===== src/rtl/zbus_pkg.sv =====
// Shared types for the ZX-BUS write capture path.
package zbus_pkg;

    // Kind of captured bus write
    typedef enum logic {
        ZB_IO  = 1'b0,
        ZB_MEM = 1'b1
    } zbus_type_t;

    // One queued write, 25 bits: {type, addr, data}
    typedef struct packed {
        zbus_type_t  wtype;
        logic [15:0] addr;
        logic [7:0]  data;
    } zbus_entry_t;

    // Bundle of every asynchronous bus input, synchronized as one word
    typedef struct packed {
        logic [7:0] fa;
        logic       fa_sel;
        logic [7:0] fd;
        logic       iorq_n;
        logic       mrq_n;
        logic       wr_n;
        logic       m1_n;
    } zbus_pins_t;

    // Idle bus: strobes deasserted, address/data zero
    localparam zbus_pins_t PINS_IDLE = '{
        fa:     8'h00,
        fa_sel: 1'b0,
        fd:     8'h00,
        iorq_n: 1'b1,
        mrq_n:  1'b1,
        wr_n:   1'b1,
        m1_n:   1'b1
    };

    // Saturating 8-bit increment
    function automatic logic [7:0] sat_inc8(input logic [7:0] v);
        return (v == 8'hFF) ? v : v + 8'd1;
    endfunction

endpackage


===== src/rtl/zbus_fifo.sv =====
// Synchronous FIFO of zbus_entry_t; extra pointer bit separates full from empty.
module zbus_fifo
    import zbus_pkg::*;
#(
    parameter int unsigned DEPTH = 8
)(
    input  logic        clk,
    input  logic        rst_n,
    input  logic        wr_en,
    input  zbus_entry_t wr_data,
    input  logic        rd_en,
    output zbus_entry_t rd_data,
    output logic        empty,
    output logic        full
);

    localparam int unsigned AW = $clog2(DEPTH);

    zbus_entry_t mem [DEPTH];
    logic [AW:0] wr_ptr;
    logic [AW:0] rd_ptr;
    logic        do_wr;
    logic        do_rd;

    // Status flags and accepted read/write; a write while full is allowed when a read frees the slot
    always_comb begin
        empty   = (wr_ptr == rd_ptr);
        full    = (wr_ptr[AW] != rd_ptr[AW]) && (wr_ptr[AW-1:0] == rd_ptr[AW-1:0]);
        do_rd   = rd_en && !empty;
        do_wr   = wr_en && (!full || do_rd);
        rd_data = mem[rd_ptr[AW-1:0]];
    end

    // Pointer registers
    always_ff @(posedge clk or negedge rst_n) begin
        if (!rst_n) begin
            wr_ptr <= '0;
            rd_ptr <= '0;
        end else begin
            if (do_wr) wr_ptr <= wr_ptr + 1'b1;
            if (do_rd) rd_ptr <= rd_ptr + 1'b1;
        end
    end

    // Storage array
    always_ff @(posedge clk) begin
        if (do_wr) mem[wr_ptr[AW-1:0]] <= wr_data;
    end

endmodule


===== src/rtl/zbus_wr_capture.sv =====
// Captures Z80 IO/MEM write cycles from the async ZX-BUS into a FIFO in the CLK50 domain.
module zbus_wr_capture
    import zbus_pkg::*;
#(
    parameter int unsigned DEPTH = 8,
    parameter int unsigned SYNC  = 2
)(
    input  logic        clk,
    input  logic        rst_n,
    input  logic [7:0]  fa,
    input  logic        fa_sel,
    input  logic [7:0]  fd,
    input  logic        fiorq_n,
    input  logic        fmrq_n,
    input  logic        fwr_n,
    input  logic        fm1_n,
    output logic        out_valid,
    input  logic        out_ready,
    output logic        out_type,
    output logic [15:0] out_addr,
    output logic [7:0]  out_data,
    output logic        ovf,
    output logic [7:0]  drop_cnt,
    input  logic        ovf_clr
);

    zbus_pins_t  pins_in;
    zbus_pins_t  pins_s;
    zbus_pins_t  sync_q [SYNC];
    logic [SYNC-1:0] arm_sr;
    logic        armed;
    logic [15:0] zaddr;
    logic        raw_io, raw_mem, raw_io_d, raw_mem_d;
    logic        qual_io, qual_mem, qual_io_q, qual_mem_q;
    logic        push_io, push_mem, push;
    logic        push_q;
    zbus_entry_t push_entry;
    zbus_entry_t head;
    logic        fifo_empty, fifo_full;
    logic        pop, drop;

    // Pack the pins into one word so every bit sees the same synchronizer depth
    always_comb begin
        pins_in = '{fa: fa, fa_sel: fa_sel, fd: fd, iorq_n: fiorq_n,
                    mrq_n: fmrq_n, wr_n: fwr_n, m1_n: fm1_n};
        pins_s  = sync_q[SYNC-1];
    end

    // Synchronizer chain, resets to an idle bus
    always_ff @(posedge clk or negedge rst_n) begin
        if (!rst_n) begin
            for (int unsigned i = 0; i < SYNC; i++) sync_q[i] <= PINS_IDLE;
        end else begin
            sync_q[0] <= pins_in;
            for (int unsigned i = 1; i < SYNC; i++) sync_q[i] <= sync_q[i-1];
        end
    end

    // Address demux from the synchronized multiplexed bus
    always_ff @(posedge clk or negedge rst_n) begin
        if (!rst_n)               zaddr       <= '0;
        else if (pins_s.fa_sel)   zaddr[15:8] <= pins_s.fa;
        else                      zaddr[7:0]  <= pins_s.fa;
    end

    // Raw conditions, two-sample qualification and rising-edge push (IO beats MEM)
    always_comb begin
        raw_io   = !pins_s.iorq_n && !pins_s.wr_n && pins_s.m1_n;
        raw_mem  = !pins_s.mrq_n  && !pins_s.wr_n;
        qual_io  = raw_io  && raw_io_d;
        qual_mem = raw_mem && raw_mem_d;
        push_io  = qual_io  && !qual_io_q;
        push_mem = qual_mem && !qual_mem_q && !qual_io;
        push     = armed && (push_io || push_mem);
    end

    // Arming: after reset the chain must refill with real pins and see the bus idle once,
    // so a strobe held low across reset release never produces a push
    always_ff @(posedge clk or negedge rst_n) begin
        if (!rst_n) begin
            arm_sr <= '0;
            armed  <= 1'b0;
        end else begin
            arm_sr <= {arm_sr[SYNC-2:0], 1'b1};
            if (arm_sr[SYNC-1] && !raw_io && !raw_mem) armed <= 1'b1;
        end
    end

    // Qualifier history and registered push entry
    always_ff @(posedge clk or negedge rst_n) begin
        if (!rst_n) begin
            raw_io_d   <= 1'b0;
            raw_mem_d  <= 1'b0;
            qual_io_q  <= 1'b0;
            qual_mem_q <= 1'b0;
            push_q     <= 1'b0;
            push_entry <= '0;
        end else begin
            raw_io_d   <= raw_io;
            raw_mem_d  <= raw_mem;
            qual_io_q  <= qual_io;
            qual_mem_q <= qual_mem;
            push_q     <= push;
            if (push) begin
                push_entry <= '{wtype: (push_io ? ZB_IO : ZB_MEM),
                                addr:  zaddr,
                                data:  pins_s.fd};
            end
        end
    end

    zbus_fifo #(.DEPTH(DEPTH)) u_fifo (
        .clk     (clk),
        .rst_n   (rst_n),
        .wr_en   (push_q),
        .wr_data (push_entry),
        .rd_en   (pop),
        .rd_data (head),
        .empty   (fifo_empty),
        .full    (fifo_full)
    );

    // Handshake and output view; head is forced to zero when empty
    always_comb begin
        out_valid = !fifo_empty;
        pop       = out_valid && out_ready;
        drop      = push_q && fifo_full && !pop;
        out_type  = out_valid ? head.wtype : 1'b0;
        out_addr  = out_valid ? head.addr  : 16'h0000;
        out_data  = out_valid ? head.data  : 8'h00;
    end

    // Overflow flag and saturating drop counter; a drop outranks a clear in the same cycle
    always_ff @(posedge clk or negedge rst_n) begin
        if (!rst_n) begin
            ovf      <= 1'b0;
            drop_cnt <= '0;
        end else if (drop) begin
            ovf      <= 1'b1;
            drop_cnt <= ovf_clr ? 8'd1 : sat_inc8(drop_cnt);
        end else if (ovf_clr) begin
            ovf      <= 1'b0;
            drop_cnt <= '0;
        end
    end

endmodule


===== config.mk =====
export PLATFORM = sky130hd
export DESIGN_NAME = zbus_wr_capture
export DESIGN_NICKNAME = d
export VERILOG_FILES = /design/src/rtl/zbus_pkg.sv /design/src/rtl/zbus_fifo.sv /design/src/rtl/zbus_wr_capture.sv
export SDC_FILE = /design/constraint.sdc
export NUM_CORES = 1
export LEC_CHECK = 0
export ABC_AREA = 1
export BUFFER_PORTS_ARGS = -buffer_cell sky130_fd_sc_hd__buf_4
export CAP_MARGIN = 25
export CORE_MARGIN = 2
export CORE_UTILIZATION = 60
export CTS_CLUSTER_DIAMETER = 80
export CTS_CLUSTER_SIZE = 24
export DETAILED_ROUTE_END_ITERATION = 10
export GPL_TIMING_DRIVEN = 0
export MAX_ROUTING_LAYER = met4
export PLACE_DENSITY = 0.86
export SLEW_MARGIN = 30
export SYNTH_ARGS = -nofsm -noshare
export SYNTH_HDL_FRONTEND = slang
export SYNTH_SLANG_ARGS = --single-unit

===== constraint.sdc =====
create_clock -name clk -period 4.5 [get_ports clk]
set_clock_uncertainty 0.1 [all_clocks]
set_input_delay 0.225 -clock clk [delete_from_list [all_inputs] [get_ports clk]]
set_output_delay 0.225 -clock clk [all_outputs]
set_load 0.01 [all_outputs]

# == Yosys cells after proc, flatten, opt, wreduce, memory -nomap -nowiden ==
# Memories as Yosys holds them, arrays and structs flattened.
# Cells that the tools add are included.
# classes
shifts,0
n_mul,0
eq_ne,5
n_reduce_logical,32
muxes,12
n_div,0
addsub,3
n_lt_le_gt_ge,0
bitwise_logic,0
# op_table
cell,n
two-way mux 8 bit,5
logical AND 1 bit,17
two-way mux 16 bit,1
zero test 1 bit,11
"adder 4 x 1 -> 4 bit, second input constant",2
"adder 8 x 1 -> 8 bit, second input constant",1
"== test 8 bit, second input constant",1
two-way mux 1 bit,6
== test 4 bit,1
== test 3 bit,1
logical OR 1 bit,2
"!= test 2 bit, second input constant",1
AND reduction 2 bit,1
nonzero test 2 bit,1
!= test 1 bit,1
# totals
latch_bits,0
word_cells,83
ramBits,200
regBits,108
memories,1
in_bits,25
rom_bits,0
# mem_list
memory,words,width,read_ports,rd_ports_with_merged_regs,wr,line,source
u_fifo.mem,8,25,1,0,1,zbus_fifo.sv:19,zbus_entry_t mem [DEPTH];

# == Depth between registers and ports, before layout ==
# Gate-level depths: netlist of run 1.
# depth
ltp_word,8
ltp_mapped,11
ltp_nobuf,10

# == Hierarchy ==
# From an unflattened synthesis of run 1, not the netlist that was laid out.
# hier_totals
hier_cells,1015
hier_area_um2,12009.0
# modules_own_cells
module,area_per_inst_um2,instances,cells_each
zbus_fifo,8239.2,1,645
zbus_wr_capture,3769.9,1,370

# == Worst setup path after synthesis of run 1 ==
# No wires, ideal clock.
# synth_timing
kind,register -> register
startpoint,reg u_fifo.rd_ptr[0]
endpoint,"mem u_fifo.mem[0][0] (netlist bit), enable pin"
synth_period_minus_slack_ns,2.679
path_stages_with_launch,10
required_ns,3.993
arrival_time_ns,2.172
path_slack_ns,1.821
path_cell_list,dfrtp_1 > buf_6 > inv_2 > nand2_2 > nand2_2 > nand3_4 > nor2_4 > nor2_4 > nand2_1 > nor2_1
# synth_via
elab_chain_cells,8
# synth_rtl
item,line,source
"start, declared",zbus_fifo.sv:21,logic [AW:0] rd_ptr;
"start signal, assigned",zbus_fifo.sv:41,if (do_rd) rd_ptr <= rd_ptr + 1'b1;
== test 4 bit,zbus_fifo.sv:27,empty = (wr_ptr == rd_ptr);
zero test 1 bit,"zbus_fifo.sv:29, zbus_wr_capture.sv:125",
logical AND 1 bit,zbus_wr_capture.sv:126,pop = out_valid && out_ready;
logical AND 1 bit,zbus_fifo.sv:29,do_rd = rd_en && !empty;
logical OR 1 bit (*),zbus_fifo.sv:30,do_wr = wr_en && (!full || do_rd);
logical AND 1 bit (*),zbus_fifo.sv:30,
two-way mux 1 bit (*),zbus_fifo.sv:47,if (do_wr) mem[wr_ptr[AW-1:0]] <= wr_data;
two-way mux 1 bit (implied by the code) (*),zbus_fifo.sv:47,
"end, declared",zbus_fifo.sv:19,
# Every way passes the cells marked *; elsewhere a longest branch is shown, timed or not.

# == Worst setup path in the final report of run 1 ==
# layout_timing
startpoint,reg u_fifo.rd_ptr[1]
endpoint,out out_addr[7]
# layout_via
elab_chain_cells,2
# layout_rtl
item,line,source
memory read (8 x 25 bit) or == test 4 bit (tied branches),n/a,
two-way mux 16 bit (*),zbus_wr_capture.sv:129,out_addr = out_valid ? head.addr : 16'h0000;
"end, declared",zbus_wr_capture.sv:20,"output logic [15:0] out_addr,"
# Marks and branches as above.

==> impl_metrics.toml, run 1 <==
[timing]
rsz0062_at_grt = "no"
timing.hold.ws_ns = 0.0557
max_clock_freq_ghz = 0.323
slew_headroom = 0.429
period_share = 0.687
slew_viol_final = 0
setup_viol = 0
fin_crit_ns = 3.09
fin_setup_tns_ns = 0
worst_pin_slew_ns = 0.856
hold_viol_final = 0

[synth]
yosysWarnings = 0
synth_top_area_share = 0.513
synth_area_leaders = "edfxtp_1 (51%), dfrtp_1 (21%), nor2_1 (5.7%)"
mappedNetlistNets = 974
synth-async-reset-ratio = 0.351
synth_cell_types = 33
ys_seq_area_frac = 0.744
syn_area_um2 = 11700
syn_inst = 946
syn_area_per_cell_um2 = 12.4
synth_edf_count = 200
synthFlopType = "edfxtp_1"
synth_top_area_cell = "edfxtp_1"
synth-seq-cells = 308

[grt]
track_usage = 0.264
antenna_found_initial = 0
grt_pass1_wl_um = 39700
grt_overflow = 0
grt_max_degree = 109
grt_pass1_vias = 7640

[critical_path]
cp_max_fo = 10
startpoint_type = "flip-flop"
worstPathRequired_ns = 4.18
end_kind = "primary output"
critPathArrivalTime_ns = 2.77
crit_type = "reg2out"

[clock_tree]
root_buffer = "clkbuf_16"
cts_tree = "yes"
cts-htree-levels = 1
cts_setup_buffers = 0
cts.sinks = 308
clk_path_buf_depth = 3
insertion_delay_ns = 0.50
clk_pin_slew_worst_paths_ns = 0.09
tritoncts.num_buffers = 16

[min_path]
hp-class = "in2reg"

[routing]
wl_per_cell_um = 19.2
antenna_left = 0
via_count = 7587
drc = 0
drtPass1Iterations = 6
wirelength_um = 25500
drtIter0Drc = 930
viasPerCell = 5.71

[floorplan]
core_um2 = 19300
die_area_um2 = 20700
ioPinCount = 60
die_h_um = 144
die_w_um = 144
num_rows = 51
initial_core_util = 0.606

[finish]
layout.cells.non_filler = 1328
layout_common_cells = "edfxtp_1 (200), nor2_1 (170), o21ai_0 (128)"
insertedDiodeCount = 0
nets = 1081
drive_gt1_frac = 0.140
final_common_cell = "edfxtp_1"
area_growth_pct = 15.0

[power]
p_per_area_nw_per_um2 = 576
finalPower_w = 0.00776
worst_ir_drop_vdd_uv = 398
p_leak_nw = 5.16

[placement]
gp_congestion = 0.830
hpwl_um = 16600
place_inst = 1277
portBuffers = 58

[outcome]
status = "completed"

[flow_run]
drv_cap = 0
timing repair:
action / 4_1_cts / 5_1_grt
hold buffers: 23 / 0
hold endpoints to repair: 125 / 0
resized for setup: 0 / 0
registers in the layout (all words and copies together) (netlist names), 2 cells and up:
| register | cells |
|---|---|
| u_fifo.mem | 200 |
| push_entry | 25 |
| pins_s | 21 |
| sync_q | 21 |
| zaddr | 16 |
| drop_cnt | 8 |
| u_fifo.rd_ptr | 4 |
| u_fifo.wr_ptr | 4 |
| arm_sr | 2 |
cell families (layout without fill, tap and decap cells):
group / count (synthesis) / after routing / share of synthesized area
simple gates: 319 / 319 / 0.110
flops: 308 / 308 / 0.744
compound gates: 214 / 214 / 0.0999
fa+ha+maj: 3 / 3 / 0.00321
mux: 1 / 1 / 0.000961
buf+inv: 91 / 208 / 0.0337
other cells: 1 / 1 / 0.000320
xor+xnor: 9 / 9 / 0.00737
where the power goes:
group	internal [W]	switching, W	total [W]
Sequential	0.00330	0.000225	0.00353
Combinational	0.000954	0.00170	0.00265
Clock	0.000747	0.000829	0.00158
Total	0.00500	0.00275	0.00776
worst max-delay path: stages (launching register included):
cell	delay, ns
dfrtp_1	0.39
buf_2	0.21
inv_1	0.26
clkbuf_1	0.50
o21ai_0	0.25
o22ai_1	0.21
o21ai_0	0.11
nor2_1	0.18
buf_4	0.15
final timing paths:
kind | startpoint | endpoint | slack [ns] | cells past startpoint
min | ovf_clr | drop_cnt[0] | 0.06 | 3
max in group asynchronous | rst_n | push_entry[11] | 3.46 | 2
min in group asynchronous | rst_n | u_fifo.rd_ptr[0] | 0.25 | 2
max reg2reg | u_fifo.rd_ptr[0] | u_fifo.mem[6][17] | 1.83 | 10
max | u_fifo.rd_ptr[1] | out_addr[7] | 1.41 | 8
min reg2reg | sync_q[37] | pins_s[16] | 0.25 | 0
Yosys cell counts (8+ instances only):
cell / instances
buf_2: 15
dfstp_2: 8
inv_1: 38
dfrtp_1: 100
nor2_1: 178
clkbuf_1: 28
a21oi_1: 8
o22ai_1: 50
edfxtp_1: 200
o21ai_1: 18
nand2_1: 108
nand3_1: 15
o21ai_0: 128
per-stage QoR:
step | utilization | worst slack [ns] | area [µm²]
after global routing | 0.697 | 1.38 | 13500
final | 0.697 | 1.41 | 13500
after floorplan | - | 1.82 | 11700
after detailed placement | 0.659 | 1.89 | 12700
after global placement | 0.645 | 0.749 | 12500
after CTS | 0.697 | 1.50 | 13500
per-layer routing:
metal	vias up	share of wire	wire length, µm	track usage
li1	3489	-	-	-
met1	3656	0.38	9660	0.332
met2	368	0.50	12800	0.438
met3	74	0.077	1970	0.0363
met4	0	0.040	1030	0.110
met5	-	0	0	-
layout make-up:
cell class	count	area, µm²
buffer	49	236
clock buffer	28	488
fill	1272	5860
inverter	42	158
multi-input combinational	547	2660
sequential	308	8720
tap	265	332
timing repair buffer	89	880
(Power assumes the default switching activity.)
==> run 2: changes to the inputs <==
--- a/config.mk
+++ b/config.mk
@@ -5,17 +5,17 @@
 export SDC_FILE = /design/constraint.sdc
 export NUM_CORES = 1
 export LEC_CHECK = 0
-export ABC_AREA = 1
+export ABC_AREA = 0
 export BUFFER_PORTS_ARGS = -buffer_cell sky130_fd_sc_hd__buf_4
 export CAP_MARGIN = 25
 export CORE_MARGIN = 2
-export CORE_UTILIZATION = 60
+export CORE_UTILIZATION = 54
 export CTS_CLUSTER_DIAMETER = 80
 export CTS_CLUSTER_SIZE = 24
 export DETAILED_ROUTE_END_ITERATION = 10
 export GPL_TIMING_DRIVEN = 0
 export MAX_ROUTING_LAYER = met4
-export PLACE_DENSITY = 0.86
+export PLACE_DENSITY = 0.83
 export SLEW_MARGIN = 30
 export SYNTH_ARGS = -nofsm -noshare
 export SYNTH_HDL_FRONTEND = slang
==> constraint.sdc (replaced) <==
create_clock -name clk -period 2.5 [get_ports clk]
set_clock_uncertainty 0.1 [all_clocks]
set_input_delay 0.125 -clock clk [delete_from_list [all_inputs] [get_ports clk]]
set_output_delay 0.125 -clock clk [all_outputs]
set_load 0.01 [all_outputs]
==> impl_metrics.toml, run 2 <==
[floorplan]
die_area_um2 = 22400
die_h_um = 150
core_um2 = 20900
num_rows = 53
initial_core_util = 0.548
die_w_um = 150
ioPinCount = 60

[timing]
slew_headroom = 0.516
period_share = 0.994
worst_pin_slew_ns = 0.726
slew_viol_final = 0
worst_slack_ns = 0.0152
fin_crit_ns = 2.48
rsz0062_at_grt = "yes"
setup_viol = 0
timing.hold.ws_ns = 0.0491
hold_viol_final = 0
max_clock_freq_ghz = 0.402

[finish]
layout_common_cells = "edfxtp_1 (200), dfrtp_1 (100), buf_4 (80)"
largest_register_ffs = 200
multiInputGateArea_um2 = 2740
nets = 737
final_common_cell = "edfxtp_1"
drive_gt1_frac = 0.356
area_growth_pct = 19.7
insertedDiodeCount = 0
post-route-util = 0.656
fillers = 1271
seq_area_um2 = 8720

[grt]
grt_pass1_wl_um = 34900
grt_overflow = 0
grt_max_degree = 109
track_usage = 0.220
grt_pass1_vias = 6100
antenna_found_initial = 0

[min_path]
hp-class = "in2async"

[placement]
hpwl_um = 13800
dp_slack_ns = -0.441
gp_congestion = 0.788
portBuffers = 59

[synth]
synth_area_leaders = "edfxtp_1 (53%), dfrtp_1 (22%), mux4_2 (9.8%)"
synth-async-reset-ratio = 0.351
synth_commonest_cells = "edfxtp_1 (200), dfrtp_1 (100), mux4_2 (50), mux2_2 (44), nor2_1 (34)"
synth_edf_count = 200
synth_cell_types = 46
syn_inst = 575
synthFlopType = "edfxtp_1"
ys_seq_area_frac = 0.762
synth_top_area_cell = "edfxtp_1"
yosysWarnings = 0
yosysMostFrequentCell = "edfxtp_1"
mappedNetlistNets = 603
syn_area_um2 = 11400
synth_top_area_share = 0.525
synth-seq-cells = 308
syn_area_per_cell_um2 = 19.9

[critical_path]
slowest_delay_ns = 0.44
worstPathRequired_ns = 2.65
end_kind = "flip-flop"
crit_type = "reg2reg"
startpoint_type = "flip-flop"
cp_max_fo = 9
critical_path.cell_chain = "clkbuf_8 -> xor2_4 -> or3_4 -> buf_8 -> o211ai_1 -> buf_4 -> nor3_4 -> buf_8 -> buf_8"
critical_path.most_common_cell = "buf_8"
critPathArrivalTime_ns = 2.63
slowest_stage = "or3_4"

[routing]
wl_per_cell_um = 24.0
wirelength_um = 23900
viasPerCell = 5.89
drtIter0Drc = 604
drtPass1Iterations = 5
drc = 0
via_count = 5855
antenna_left = 0

[power]
finalPower_w = 0.0138
worst_ir_drop_vdd_uv = 578
p_per_area_nw_per_um2 = 1010
p_leak_nw = 5.04

[flow_run]
drv_cap = 0

[clock_tree]
clk_path_buf_depth = 3
insertion_delay_ns = 0.50
tritoncts.num_buffers = 16
clk_pin_slew_worst_paths_ns = 0.10
cts_tree = "yes"
cts-htree-levels = 1
root_buffer = "clkbuf_16"
cts.sinks = 308

[outcome]
status = "completed"
==> run 2: changes by cell type after synthesis, sizes merged, moves of 8 or more <==
cell    previous run  this run
inv               42         7
nor2             187        34
o21ai            153         6
o22ai             50         0
nor3               0         8
mux4               0        50
nand2            112         4
nand3             18         3
mux2               1        46
clkbuf            28        12
mux2i              0        26
==> run 2: cell type report <==
class                           instances  share of cell area
Buffer                                 25              0.0192
Clock buffer                           27              0.0338
Clock inverter                          1            0.000365
Inverter                                7             0.00210
Multi-Input combinational cell        233               0.200
Sequential cell                       308               0.637
Tap cell                              275              0.0251
Timing Repair Buffer                  118              0.0823
==> run 2: cell families after synthesis <==
kind of cell | share of synthesized area
XOR/XNOR | 0.00766
AND/OR/NAND/NOR | 0.0359
buffers and inverters | 0.0138
adder cells (fa/ha/maj) | 0.00328
other | 0.000328
AO/OA/AOI/OAI | 0.0104
flip-flops | 0.762
multiplexers | 0.166
==> run 2: where the power goes <==
part	internal [W]	leakage, nW	switching (W)
registers	0.00603	3.09	0.000403
clock network	0.00128	0.225	0.00150
logic	0.00235	1.72	0.00224
total	0.00967	5.04	0.00413
==> run 2: worst max-delay path, delay by kind of cell (launching register included) <==
family	cells	cell delay [ns]
AOI/OAI and AO/OA	1	0.18
and+or+nand+nor	2	0.50
xor gates and xnor gates	1	0.20
DFF	1	0.41
buffers and inverters	5	0.81
==> run 2: worst paths after layout <==
| path | endpoint | slack [ns] | cells after the start | startpoint |
|---|---|---|---|---|
| worst max-delay path | u_fifo.mem[2][19] | 0.02 | 9 | u_fifo.wr_ptr[2] |
| worst max register to register | u_fifo.mem[2][19] | 0.02 | 9 | u_fifo.wr_ptr[2] |
| worst min register to register | pins_s[8] | 0.25 | 0 | sync_q[29] |
| max in group asynchronous | sync_q[23] | 1.60 | 3 | rst_n |
| min in group clk | sync_q[25] | 0.17 | 2 | fd[0] |
| worst min-delay path | sync_q[32] | 0.05 | 2 | rst_n |
==> run 2: repair_timing <==
action / in CTS / in global routing
endpoints found under the setup margin: 202 / 115
cloned: 0 / 1
buffers inserted: 13 / 7
hold buffers: 24 / 0
pin swaps: 9 / 4
gates resized for setup: 34 / 18
hold endpoints to repair: 130 / 0
==> run 2: routing by layer <==
layer | wire [µm] | global-route usage
met5 | 0 | -
met4 | 669 | 0.0929
met3 | 1350 | 0.0274
met2 | 12700 | 0.377
met1 | 9160 | 0.265
==> run 2: per-stage QoR <==
stage | instance area (µm²) | TNS, ns | instances
after floorplan | 11600 | -2.87 | 575
after global placement | 12300 | -127.76 | 909
after detailed placement | 12600 | -33.88 | 922
after CTS | 13500 | 0 | 986
after global routing | 13700 | -0.455 | 994
final | 13700 | 0 | 994
==> run 3: changes to the inputs <==
--- a/config.mk
+++ b/config.mk
@@ -14,7 +14,6 @@
 export CTS_CLUSTER_SIZE = 24
 export DETAILED_ROUTE_END_ITERATION = 10
 export GPL_TIMING_DRIVEN = 0
-export MAX_ROUTING_LAYER = met4
 export PLACE_DENSITY = 0.83
 export SLEW_MARGIN = 30
 export SYNTH_ARGS = -nofsm -noshare
==> impl_metrics.toml, run 3 (same netlist as run 2, synthesis figures left out) <==
[grt]
antenna_found_initial = 0
grt_overflow = 0
grt_pass1_vias = 6111
track_usage = 0.213
grt_pass1_wl_um = 34900
grt_max_degree = 109

[placement]
portBuffers = 59
dp_slack_ns = -0.441
hpwl_um = 13800
gp_congestion = 0.774
place_inst = 922

[power]
intPower_w = 0.00967
p_comb_frac = 0.333
power_switching_w = 0.00414
finalPower_w = 0.0138
p_leak_nw = 5.04
p_per_area_nw_per_um2 = 1010
power_frac_seq = 0.466
swShare = 0.300
worst_ir_drop_vdd_uv = 581
power.share.clock = 0.201

[timing]
slew_headroom = 0.520
max_clock_freq_ghz = 0.401
fin_setup_tns_ns = 0
worst_slack_ns = 0.00645
period_share = 0.997
timing.hold.ws_ns = 0.0452
setup_viol = 0
rsz0062_at_grt = "yes"
worst_pin_slew_ns = 0.720
fin_crit_ns = 2.49
hold_viol_final = 0
slew_viol_final = 0

[routing]
via_count = 5867
wl_per_cell_um = 24.0
drtPass1Iterations = 5
wirelength_um = 23900
drc = 0
viasPerCell = 5.90
antenna_left = 0
drtIter0Drc = 588

[finish]
final_common_cell = "edfxtp_1"
drive_gt1_frac = 0.356
insertedDiodeCount = 0
area_growth_pct = 19.7
layout_common_cells = "edfxtp_1 (200), dfrtp_1 (100), buf_4 (80)"
layout.cells.non_filler = 994
nets = 737
largest_register_ffs = 200
fillers = 1271

[floorplan]
die_h_um = 150
core_um2 = 20900
die_w_um = 150
num_rows = 53
ioPinCount = 60
initial_core_util = 0.548
die_area_um2 = 22400

[clock_tree]
clk_pin_slew_worst_paths_ns = 0.10
clk_path_buf_depth = 3
cts-htree-levels = 1
insertion_delay_ns = 0.50
cts.sinks = 308
tritoncts.num_buffers = 16
cts_tree = "yes"
root_buffer = "clkbuf_16"

[critical_path]
startpoint_type = "flip-flop"
crit_type = "reg2reg"
critPathArrivalTime_ns = 2.64
end_kind = "flip-flop"
cp_max_fo = 9
worstPathRequired_ns = 2.65

[min_path]
hp-class = "in2async"

[flow_run]
drv_cap = 0

[outcome]
status = "completed"
==> run 3: what timing repair did <==
item                                   CTS  global route
pin swaps                                9             4
endpoints found under the hold margin  130             0
cloned                                   0             1
hold buffers                            24             0
gates resized for setup                 34            18
setup buffers                           13             7
setup endpoints to repair              202           115
==> run 3: path summary, 6_finish.rpt <==
check,startpoint,depth (start not counted),endpoint,slack (ns)
min in group clk,fd[0],2,sync_q[25],0.17
worst max-delay path,u_fifo.wr_ptr[2],9,u_fifo.mem[2][19],0.006
worst max register to register,u_fifo.wr_ptr[2],9,u_fifo.mem[2][19],0.006
worst min-delay path,rst_n,2,qual_io_q,0.05
worst min register to register,sync_q[29],0,pins_s[8],0.25
max in group asynchronous,rst_n,3,push_entry[20],1.59
==> run 3: stage by stage <==
| stage | util | instance area, µm² |
|---|---|---|
| 2_1_floorplan | - | 11600 |
| 3_3_place_gp | 0.591 | 12300 |
| 3_5_place_dp | 0.602 | 12600 |
| 4_1_cts | 0.647 | 13500 |
| 5_1_grt | 0.656 | 13700 |
| 6_report | 0.656 | 13700 |
==> run 3: final cells by class <==
cell class | count | area (µm²) | area share
Buffer | 25 | 263 | 0.0192
Clock buffer | 27 | 463 | 0.0338
Clock inverter | 1 | 5.00 | 0.000365
Inverter | 7 | 28.8 | 0.00210
Multi-Input combinational cell | 233 | 2740 | 0.200
Sequential cell | 308 | 8720 | 0.637
Tap cell | 275 | 344 | 0.0251
Timing Repair Buffer | 118 | 1130 | 0.0823
==> run 3: metal layers <==
layer	vias up	global-route usage	share of wire
li1	2484	-	-
met1	3052	0.268	0.38
met2	281	0.376	0.53
met3	50	0.0277	0.064
met4	0	0.0929	0.031
met5	-	0	0
==> run 3: critical path, cell delays in order (launching register included) <==
cell      delay (ns)
dfrtp_1         0.42
clkbuf_8        0.19
xor2_4          0.20
or3_4           0.44
buf_8           0.15
o211ai_1        0.19
buf_4           0.20
nor3_4          0.06
buf_8           0.13
buf_8           0.14
==> run 3: power by group through the flow <==
| stage | Combinational (W) | Clock, W | Sequential, W |
|---|---|---|---|
| finish | 0.00459 | 0.00278 | 0.00644 |
| global route | 0.00487 | 0.00301 | 0.00649 |
| CTS | 0.00433 | 0.00279 | 0.00640 |
| detailed placement | 0.00397 | 0 | 0.00650 |
| global placement | 0.00380 | 0 | 0.00643 |
| floorplan | 0.00259 | 0 | 0.00636 |
